$ cat src/rtl/decode_regread.sv
// Decode / register-read stage: splits the instruction word, reads operands from a
// 16-entry register file, and interlocks read-after-write hazards with a busy scoreboard.
module decode_regread #(
   parameter int LEN_INSN    = 32,
   parameter int LEN_OPECODE = 7,
   parameter int LEN_IMMF    = 1,
   parameter int LEN_CC      = 4,
   parameter int LEN_REG     = 32,
   parameter int LEN_IMM_EX  = 16,
   parameter int NUM_REGS    = 16
) (
   input  logic                   clk,
   input  logic                   rst,
   input  logic                   valid_i,
   output logic                   stall_o,
   input  logic [LEN_INSN-1:0]    insn_i,
   output logic                   valid_o,
   input  logic                   stall_i,
   output logic [LEN_OPECODE-1:0] opecode,
   output logic [LEN_IMMF-1:0]    immf,
   output logic [LEN_CC-1:0]      cc,
   output logic [3:0]             rd_addr,
   output logic [LEN_REG-1:0]     data_rd,
   output logic [LEN_REG-1:0]     data_rs,
   output logic [LEN_IMM_EX-1:0]  imm_ex,
   input  logic                   wb_we,
   input  logic [3:0]             wb_addr,
   input  logic [LEN_REG-1:0]     wb_data,
   output logic                   halted
);

   localparam logic [LEN_OPECODE-1:0] OP_CMP = 7'b000_0100;
   localparam logic [LEN_OPECODE-1:0] OP_LD  = 7'b001_1000;
   localparam logic [LEN_OPECODE-1:0] OP_NOP = 7'b111_1110;
   localparam logic [LEN_OPECODE-1:0] OP_HLT = 7'b111_1111;

   // Opcodes whose result lands in rd and therefore mark it busy.
   function automatic logic writes_rd_f(input logic [LEN_OPECODE-1:0] op);
      logic w;
      w = 1'b0;
      if ((op[6:4] == 3'b000) && (op != OP_CMP)) begin
         w = 1'b1;
      end else if (op[6:3] == 4'b0010) begin
         w = 1'b1;
      end else if (op == OP_LD) begin
         w = 1'b1;
      end else begin
         w = 1'b0;
      end
      return w;
   endfunction

   function automatic logic reads_rd_f(input logic [LEN_OPECODE-1:0] op);
      return (op != OP_NOP) && (op != OP_HLT);
   endfunction

   logic [LEN_REG-1:0]     regs_r [NUM_REGS];
   logic [NUM_REGS-1:0]    busy_r;
   logic [NUM_REGS-1:0]    busy_nxt_s;

   logic [LEN_OPECODE-1:0] op_s;
   logic [LEN_IMMF-1:0]    immf_s;
   logic [LEN_CC-1:0]      cc_s;
   logic [3:0]             rd_s;
   logic [3:0]             rs_s;
   logic [LEN_IMM_EX-1:0]  imm_s;
   logic                   reads_rd_s;
   logic                   reads_rs_s;
   logic                   writes_rd_s;
   logic                   hit_rd_s;
   logic                   hit_rs_s;
   logic                   hazard_s;
   logic                   accept_s;
   logic [LEN_REG-1:0]     rd_val_s;
   logic [LEN_REG-1:0]     rs_val_s;

   assign op_s   = insn_i[31:25];
   assign immf_s = insn_i[24:24];
   assign cc_s   = insn_i[23:20];
   assign rd_s   = insn_i[19:16];
   assign rs_s   = insn_i[15:12];
   assign imm_s  = insn_i[15:0];

   assign writes_rd_s = writes_rd_f(op_s);
   assign reads_rd_s  = reads_rd_f(op_s);
   assign reads_rs_s  = reads_rd_s & (immf_s == 1'b0);

   // A writeback landing this cycle on a busy register resolves the hazard immediately.
   assign hit_rd_s = reads_rd_s & busy_r[rd_s] & ~(wb_we & (wb_addr == rd_s));
   assign hit_rs_s = reads_rs_s & busy_r[rs_s] & ~(wb_we & (wb_addr == rs_s));
   assign hazard_s = valid_i & (hit_rd_s | hit_rs_s);

   assign stall_o  = stall_i | hazard_s | halted;
   assign accept_s = valid_i & ~stall_o;

   // Operand read with writeback bypass; rs is zeroed for immediate forms.
   always_comb begin
      rd_val_s = regs_r[rd_s];
      rs_val_s = regs_r[rs_s];
      if (wb_we && (wb_addr == rd_s)) begin
         rd_val_s = wb_data;
      end else begin
         rd_val_s = regs_r[rd_s];
      end
      if (immf_s != 1'b0) begin
         rs_val_s = '0;
      end else if (wb_we && (wb_addr == rs_s)) begin
         rs_val_s = wb_data;
      end else begin
         rs_val_s = regs_r[rs_s];
      end
   end

   // Scoreboard next state: the set is applied after the clear so it wins on a collision.
   always_comb begin
      busy_nxt_s = busy_r;
      if (wb_we) begin
         busy_nxt_s[wb_addr] = 1'b0;
      end else begin
         busy_nxt_s = busy_r;
      end
      if (accept_s && writes_rd_s) begin
         busy_nxt_s[rd_s] = 1'b1;
      end else begin
         busy_nxt_s[rd_s] = busy_nxt_s[rd_s];
      end
   end

   // Busy scoreboard register.
   always_ff @(posedge clk or negedge rst) begin
      if (!rst) begin
         busy_r <= '0;
      end else begin
         busy_r <= busy_nxt_s;
      end
   end

   // Register-file write port, independent of both stalls.
   always_ff @(posedge clk or negedge rst) begin
      if (!rst) begin
         for (int i = 0; i < NUM_REGS; i++) begin
            regs_r[i] <= '0;
         end
      end else if (wb_we) begin
         regs_r[wb_addr] <= wb_data;
      end
   end

   // Output pipeline register; a downstream stall freezes everything.
   always_ff @(posedge clk or negedge rst) begin
      if (!rst) begin
         valid_o <= 1'b0;
         halted  <= 1'b0;
         opecode <= '0;
         immf    <= '0;
         cc      <= '0;
         rd_addr <= 4'd0;
         data_rd <= '0;
         data_rs <= '0;
         imm_ex  <= '0;
      end else if (!stall_i) begin
         valid_o <= accept_s;
         if (accept_s) begin
            opecode <= op_s;
            immf    <= immf_s;
            cc      <= cc_s;
            rd_addr <= rd_s;
            data_rd <= rd_val_s;
            data_rs <= rs_val_s;
            imm_ex  <= imm_s;
            if (op_s == OP_HLT) begin
               halted <= 1'b1;
            end
         end
      end
   end

endmodule

$ cat config.mk
export PLATFORM = sky130hd
export DESIGN_NAME = decode_regread
export DESIGN_NICKNAME = d
export VERILOG_FILES = /design/src/rtl/decode_regread.sv
export SDC_FILE = /design/constraint.sdc
export NUM_CORES = 1
export LEC_CHECK = 0
export BUFFER_PORTS_ARGS = -buffer_cell sky130_fd_sc_hd__buf_2
export CORE_ASPECT_RATIO = 0.75
export CORE_MARGIN = 5
export CORE_UTILIZATION = 45
export CTS_BUF_LIST = sky130_fd_sc_hd__clkbuf_4
export DETAILED_ROUTE_END_ITERATION = 10
export GPL_ROUTABILITY_DRIVEN = 0
export REMOVE_ABC_BUFFERS = 1
export SYNTH_ARGS = -nofsm -noshare
export SYNTH_HDL_FRONTEND = slang
export SYNTH_SLANG_ARGS = --single-unit
$ cat constraint.sdc
create_clock -name clk -period 2.6 [get_ports clk]
set_input_delay 0.39 -clock clk [delete_from_list [all_inputs] [get_ports clk]]
set_output_delay 0.39 -clock clk [all_outputs]
set_load 0.05 [all_outputs]
==> results of run 1 <==
==> worst paths after layout <==
path	start	endpoint	slack, ps	cells past startpoint
max	busy_r[7]	stall_o	-540	7
min	wb_addr[1]	regs_r[227]	140	4
max reg2reg	busy_r[15]	data_rs[11]	40	9
min reg2reg	opecode[3]	opecode[3]	490	1
max in group asynchronous	rst	regs_r[213]	2010	3
min in group asynchronous	rst	regs_r[490]	150	3
==> synthesized netlist by cell type <==
cell type | number | area share, %
sky130_fd_sc_hd__xor2_1 | 6 | 0.16
sky130_fd_sc_hd__nor3_1 | 2 | 0.031
sky130_fd_sc_hd__nand2_1 | 11 | 0.13
sky130_fd_sc_hd__a22oi_1 | 1 | 0.023
sky130_fd_sc_hd__nor3b_1 | 1 | 0.023
sky130_fd_sc_hd__nand2b_1 | 9 | 0.17
sky130_fd_sc_hd__nand4b_1 | 1 | 0.027
sky130_fd_sc_hd__o311ai_2 | 1 | 0.050
sky130_fd_sc_hd__o211ai_1 | 2 | 0.046
sky130_fd_sc_hd__o311ai_0 | 3 | 0.081
sky130_fd_sc_hd__clkbuf_1 | 137 | 1.6
sky130_fd_sc_hd__o31ai_1 | 2 | 0.046
sky130_fd_sc_hd__o41ai_1 | 3 | 0.081
sky130_fd_sc_hd__mux2_2 | 613 | 21
sky130_fd_sc_hd__a21boi_2 | 1 | 0.035
sky130_fd_sc_hd__nand4_1 | 1 | 0.019
sky130_fd_sc_hd__nor4_1 | 2 | 0.039
sky130_fd_sc_hd__nand3b_1 | 2 | 0.046
sky130_fd_sc_hd__o32ai_1 | 10 | 0.27
sky130_fd_sc_hd__xnor2_1 | 2 | 0.054
sky130_fd_sc_hd__or3_1 | 4 | 0.077
sky130_fd_sc_hd__a211oi_1 | 2 | 0.046
sky130_fd_sc_hd__o21ai_0 | 14 | 0.22
sky130_fd_sc_hd__mux2_1 | 29 | 1.0
sky130_fd_sc_hd__mux4_2 | 295 | 21
sky130_fd_sc_hd__buf_2 | 31 | 0.48
sky130_fd_sc_hd__dfrtp_1 | 626 | 48
sky130_fd_sc_hd__nor2_1 | 45 | 0.52
sky130_fd_sc_hd__o211ai_2 | 1 | 0.039
sky130_fd_sc_hd__nor4b_1 | 1 | 0.027
sky130_fd_sc_hd__nand3_1 | 3 | 0.046
sky130_fd_sc_hd__buf_6 | 7 | 0.24
sky130_fd_sc_hd__a2111oi_0 | 64 | 1.7
sky130_fd_sc_hd__a41o_1 | 1 | 0.031
sky130_fd_sc_hd__mux2i_1 | 34 | 1.1
sky130_fd_sc_hd__or2_2 | 1 | 0.019
sky130_fd_sc_hd__buf_4 | 12 | 0.28
sky130_fd_sc_hd__and2_1 | 4 | 0.077
sky130_fd_sc_hd__nor2b_1 | 35 | 0.68
sky130_fd_sc_hd__buf_1 | 15 | 0.17
==> routing by layer <==
| metal | share of wire, % | wire length [um] | GRT usage (%) |
|---|---|---|---|
| met1 | 44 | 42900 | 35.9 |
| met5 | 0.016 | 16 | 0 |
| met3 | 8.4 | 8120 | 7.15 |
| met2 | 45 | 43600 | 37.3 |
| met4 | 2.6 | 2510 | 8.65 |
==> metrics by stage <==
step           TNS (ps)  utilization [%]  hold WS [ps]  instances  setup slack, ps
2_1_floorplan   -406570                -          94.4       1832            -3770
3_3_place_gp     -11130             49.8           396       3122             -497
3_5_place_dp     -15160             49.8           408       3122             -514
4_1_cts            -619             53.7          12.0       3469             -619
5_1_grt           -1040             53.8          45.9       3478             -712
6_report           -537             53.8           138       3482             -537
==> cell families after synthesis <==
group / count (synthesis) / share of synthesized area [%]
AND/OR/NAND/NOR: 122 / 1.93
XOR/XNOR: 8 / 0.217
AO/OA/AOI/OAI: 105 / 2.70
buffers and inverters: 202 / 2.77
multiplexers: 971 / 43.9
flip-flops: 626 / 48.4
==> worst max-delay path: stages (launching register included) <==
cell and delay (ps):
sky130_fd_sc_hd__dfrtp_1 440, sky130_fd_sc_hd__mux4_2 460, sky130_fd_sc_hd__mux2i_1 170, sky130_fd_sc_hd__nand3_1 170, sky130_fd_sc_hd__o311ai_4 120, sky130_fd_sc_hd__buf_6 150
sky130_fd_sc_hd__o21ai_4 50, sky130_fd_sc_hd__buf_6 170
==> registers in the layout, indices dropped and copies added, names as in the netlist <==
| register | cells |
|---|---|
| cc | 4 |
| rd_addr | 4 |
| data_rd | 32 |
| imm_ex | 16 |
| valid_o | 1 |
| busy_r | 16 |
| data_rs | 32 |
| immf | 1 |
| opecode | 7 |
| halted | 1 |
| regs_r | 512 |
==> timing repair <==
action | 4_1_cts | 5_1_grt
buffers inserted | 4 | 2
pin swaps | 3 | 2
hold buffers | 68 | 0
resized for setup | 8 | 1
setup endpoints to repair | 1 | 16
cloned | 0 | 1
hold endpoints to repair | 1241 | 0
==> where the power goes <==
part / internal (mW) / total, mW / switching (mW)
Combinational: 4.88 / 9.64 / 4.76
Clock: 4.37 / 8.49 / 4.12
Sequential: 12.2 / 14.0 / 1.74
==> cell type report <==
cell class	instances	area [um^2]	area share, %
multi-input combinational	1206	15900	41.4
clock inverter	44	250	0.651
sequential	626	15700	40.8
timing repair buffer	407	3640	9.46
tap	957	1200	3.12
antenna	10	25.0	0.0651
clock buffer	232	1740	4.53
==> results.yml, run 1 <==
cells_and_area:
  final_common_cell: "sky130_fd_sc_hd__dfrtp_1"
  finish.instance_area_mm2: 0.0384
  post_route_cells_drive_above_1_share_pct: 60.4
  mostFrequentLayoutCells: "626 x sky130_fd_sc_hd__dfrtp_1, 613 x sky130_fd_sc_hd__mux2_2, 295 x sky130_fd_sc_hd__mux4_2"
  area.growth.synth_to_final_pct: 18.8
  fillerInstances: 5966
  final_nets: 2476
global_route:
  grt_pass1_vias: 22771
  grt.overflow.total: 0
  largest_net_degree_at_the_start_of_global_routing: 73
  wire_length_of_the_first_global_routing_pass_um: 147000
  gr-usage-all-layers_pct: 25.1
  antenna_found_initial: 7
timing:
  fin_skew_ps: 45.2
  fmax_mhz: 319
  timing.final.hold_violations: 0
  finalSetupViolations: 1
  finalCritPeriodShare_pct: 121
  maxSlewViolCount: 0
  grt_setup_unrepaired: "yes"
  worst-slew-pin-transition_ps: 998
  finalWorstPathRequiredPeriod_ps: 3140
  maxSlewHeadroom_pct: 31.8
  fin_ws_ps: -537
die:
  rows: 85
  die-width_um: 320
  vert_die_dim_um: 242
  floorplan.io_pins: 172
  dieArea_mm2: 0.0774
  initial_core_utilization_pct: 45.3
  core_area_mm2: 0.0715
pwr:
  design_power_total_mw: 32.1
  cellPowerDensity_mw_per_mm2: 836
  irDropWorstVdd_mv: 0.391
  power_leakage_nw: 16.3
flow_run:
  maxCapViolations: 0
place:
  hpwl_um: 56700
  postPlaceCellArea_mm2: 0.0356
  numPortBuffers: 171
yosys:
  syn_area_mm2: 0.0323
  synth_cells: 2034
  synth.distinct_cells: 40
  yosys_warnings: 0
  synth-seq-cells: 626
  synth.yosys.seq_area_share_pct: 48.4
  syn_avg_cell_area_um2: 15.9
worst_hold_path:
  type_of_the_tightest_min_delay_check: "input port to flop"
route:
  num_vias: 21398
  drt_first_pass_iters: 5
  wl_per_cell_um: 27.9
  route.antenna.remaining_nets: 0
  drcViolationCount: 0
  route.final.wire_length_um: 97200
  detailedRoute.firstIterationViolations: 1672
  vias_per_cell: 6.15
outcome:
  failed_checks: "setup timing"
  run_status: "complete, but fails checks"
setup_path:
  worstPathMaxFanout: 3
  crit_required_ps: 2210
  setup.worst_path.class: "flop to output port"
  start_kind: "flop"
  timing.critical_path.arrival_ps: 2750
  timing.critical_path.to_type: "output port"
clock_network:
  cts_num_sinks: 626
  cts_made_buffers: 162
  clk_pin_slew_worst_paths_ps: 70
  htree_num_levels: 4
  clk_latency_ps: 1020
  clock_tree.root_cell: "sky130_fd_sc_hd__clkbuf_4"
  clock_tree_from_tritoncts: "yes"
  cts_buffer_depth: 3
Note: power is estimated with default switching activity, not from simulation.
==> run 2: changes to the inputs <==
--- a/config.mk
+++ b/config.mk
@@ -8,7 +8,7 @@
 export BUFFER_PORTS_ARGS = -buffer_cell sky130_fd_sc_hd__buf_2
 export CORE_ASPECT_RATIO = 0.75
 export CORE_MARGIN = 5
-export CORE_UTILIZATION = 45
+export CORE_UTILIZATION = 30
 export CTS_BUF_LIST = sky130_fd_sc_hd__clkbuf_4
 export DETAILED_ROUTE_END_ITERATION = 10
 export GPL_ROUTABILITY_DRIVEN = 0
==> results.yml, run 2 (synthesized netlist as in run 1, its figures left out) <==
outcome:
  run_status: "complete, but fails checks"
  failed_checks: "setup timing"
clock_network:
  cts_num_sinks: 626
  cts_buffer_depth: 3
  cts_made_buffers: 170
  clk_pin_slew_worst_paths_ps: 70
  clock_tree.root_cell: "sky130_fd_sc_hd__clkbuf_4"
  clk_latency_ps: 1070
  htree_num_levels: 4
  clock_tree_from_tritoncts: "yes"
die:
  vert_die_dim_um: 294
  core_area_mm2: 0.107
  die-width_um: 389
  rows: 104
  floorplan.io_pins: 172
  initial_core_utilization_pct: 30.2
  dieArea_mm2: 0.115
route:
  wl_per_cell_um: 26.1
  route.antenna.remaining_nets: 0
  drcViolationCount: 0
  vias_per_cell: 5.38
  route.final.wire_length_um: 105000
  drt_first_pass_iters: 5
  detailedRoute.firstIterationViolations: 1546
  num_vias: 21534
cells_and_area:
  final_nets: 2527
  number_of_flip_flops_under_the_largest_register_name: 512
  finish.utilization_pct: 36.7
  post_route_cells_drive_above_1_share_pct: 61.2
  reg_top3: "regs_r: 512 flops, data_rd: 32 flops, data_rs: 32 flops"
  mostFrequentLayoutCells: "626 x sky130_fd_sc_hd__dfrtp_1, 613 x sky130_fd_sc_hd__mux2_2, 295 x sky130_fd_sc_hd__mux4_2"
  area.growth.synth_to_final_pct: 21.5
  finish.instance_area_mm2: 0.0393
  max_flop_register: "regs_r"
  final_common_cell: "sky130_fd_sc_hd__dfrtp_1"
setup_path:
  setup.worst_path.class: "flop to output port"
  crit_required_ps: 2210
  timing.critical_path.arrival_ps: 2730
  worstPathMaxFanout: 3
  timing.critical_path.to_type: "output port"
  start_kind: "flop"
timing:
  finalSetupViolations: 1
  finalWorstPathRequiredPeriod_ps: 3120
  worst-slew-pin-transition_ps: 882
  fmax_mhz: 320
  fin_skew_ps: 74.0
  fin_ws_ps: -520
  finalCritPeriodShare_pct: 120
  timing.hold.ws_ps: 133
  maxSlewHeadroom_pct: 39.7
  grt_setup_unrepaired: "yes"
  maxSlewViolCount: 0
  timing.final.hold_violations: 0
global_route:
  gr-usage-all-layers_pct: 18.2
  wire_length_of_the_first_global_routing_pass_um: 157000
  largest_net_degree_at_the_start_of_global_routing: 76
  grt.overflow.total: 0
  antenna_found_initial: 5
  grt_pass1_vias: 23655
pwr:
  cellPowerDensity_mw_per_mm2: 833
  irDropWorstVdd_mv: 0.532
  cell_internal_pwr_mw: 21.7
  p_sw_mw: 11.1
  power_leakage_nw: 16.5
  design_power_total_mw: 32.7
  power.clock.fraction_pct: 26.9
  share_seq_of_total_power_pct: 42.8
  p_comb_share_pct: 30.3
  switching_share_pct: 33.9
worst_hold_path:
  type_of_the_tightest_min_delay_check: "input port to flop"
place:
  numPortBuffers: 171
  hpwl_um: 66900
  postPlaceCellArea_mm2: 0.0364
  pre_cts_ws_ps: -653
flow_run:
  maxCapViolations: 0
-- run 2: cell types whose count changed in the layout (fill, tap and decap cells not counted), sizes merged --
cell | before | now
diode | 10 | 5
buf | 339 | 378
clkbuf | 233 | 239
clkinvlp | 1 | 2
inv | 7 | 5
clkinv | 33 | 35
dlygate4sd3 | 67 | 71
-- run 2: power groups by stage --
stage	Combinational, mW	Sequential (mW)	Clock [mW]
4_1_cts	9.98	14.0	9.15
2_1_floorplan	4.92	15.6	0
3_3_place_gp	9.60	13.9	0
3_5_place_dp	9.81	14.1	0
5_1_grt	10.5	14.3	9.69
6_report	9.91	14.0	8.82
-- run 2: final cells by class --
class,count,area (um^2)
fillers,10144,67900
multi-input cells,1206,15900
clock buffers,238,1790
well taps,1431,1790
flip-flops and latches,626,15700
diodes,5,12.5
repair buffers,450,3840
clock inverters,45,290
-- run 2: metal layers --
| metal | vias up | routed length, um | GRT usage, % | share of wire, % |
|---|---|---|---|---|
| met3 | 179 | 6660 | 3.87 | 6.4 |
| met2 | 806 | 49400 | 29.2 | 47 |
| li1 | 8895 | - | - | - |
| met5 | - | 217 | 0 | 0.21 |
| met1 | 11650 | 45800 | 25.0 | 44 |
| met4 | 4 | 2440 | 5.62 | 2.3 |
-- run 2: critical path: stages, from the launching register on --
cell and delay, ps:
sky130_fd_sc_hd__dfrtp_1 400, sky130_fd_sc_hd__mux4_2 510, sky130_fd_sc_hd__nor2b_4 150, sky130_fd_sc_hd__a211oi_2 160
sky130_fd_sc_hd__or3_4 170, sky130_fd_sc_hd__buf_6 100, sky130_fd_sc_hd__o21ai_4 50, sky130_fd_sc_hd__buf_8 150
-- run 2: final timing paths --
check                           slack [ps]        from           to  cells past startpoint
max in group asynchronous             1380         rst    busy_r[6]                      5
worst min-delay path                   130   insn_i[4]    imm_ex[4]                      3
worst max register to register          70  busy_r[10]        cc[0]                      9
worst min register to register         490  opecode[2]   opecode[2]                      1
min in group asynchronous              600         rst  data_rd[13]                      4
worst max-delay path                  -520   busy_r[3]      stall_o                      7
-- run 2: what timing repair did --
| item | CTS | global route |
|---|---|---|
| endpoints found under the hold margin | 1226 | 0 |
| endpoints found under the setup margin | 7 | 7 |
| gates resized for setup | 8 | 5 |
| gates cloned | 0 | 1 |
| pin swaps | 2 | 2 |
| hold buffers | 72 | 0 |
| buffers inserted | 3 | 2 |
-- run 2: stage by stage --
| step | setup TNS (ps) | instances |
|---|---|---|
| 2_1_floorplan | -406570 | 1832 |
| 3_3_place_gp | -28380 | 3635 |
| 3_5_place_dp | -27840 | 3635 |
| 4_1_cts | -654 | 3993 |
| 5_1_grt | -620 | 3998 |
| 6_report | -520 | 4001 |
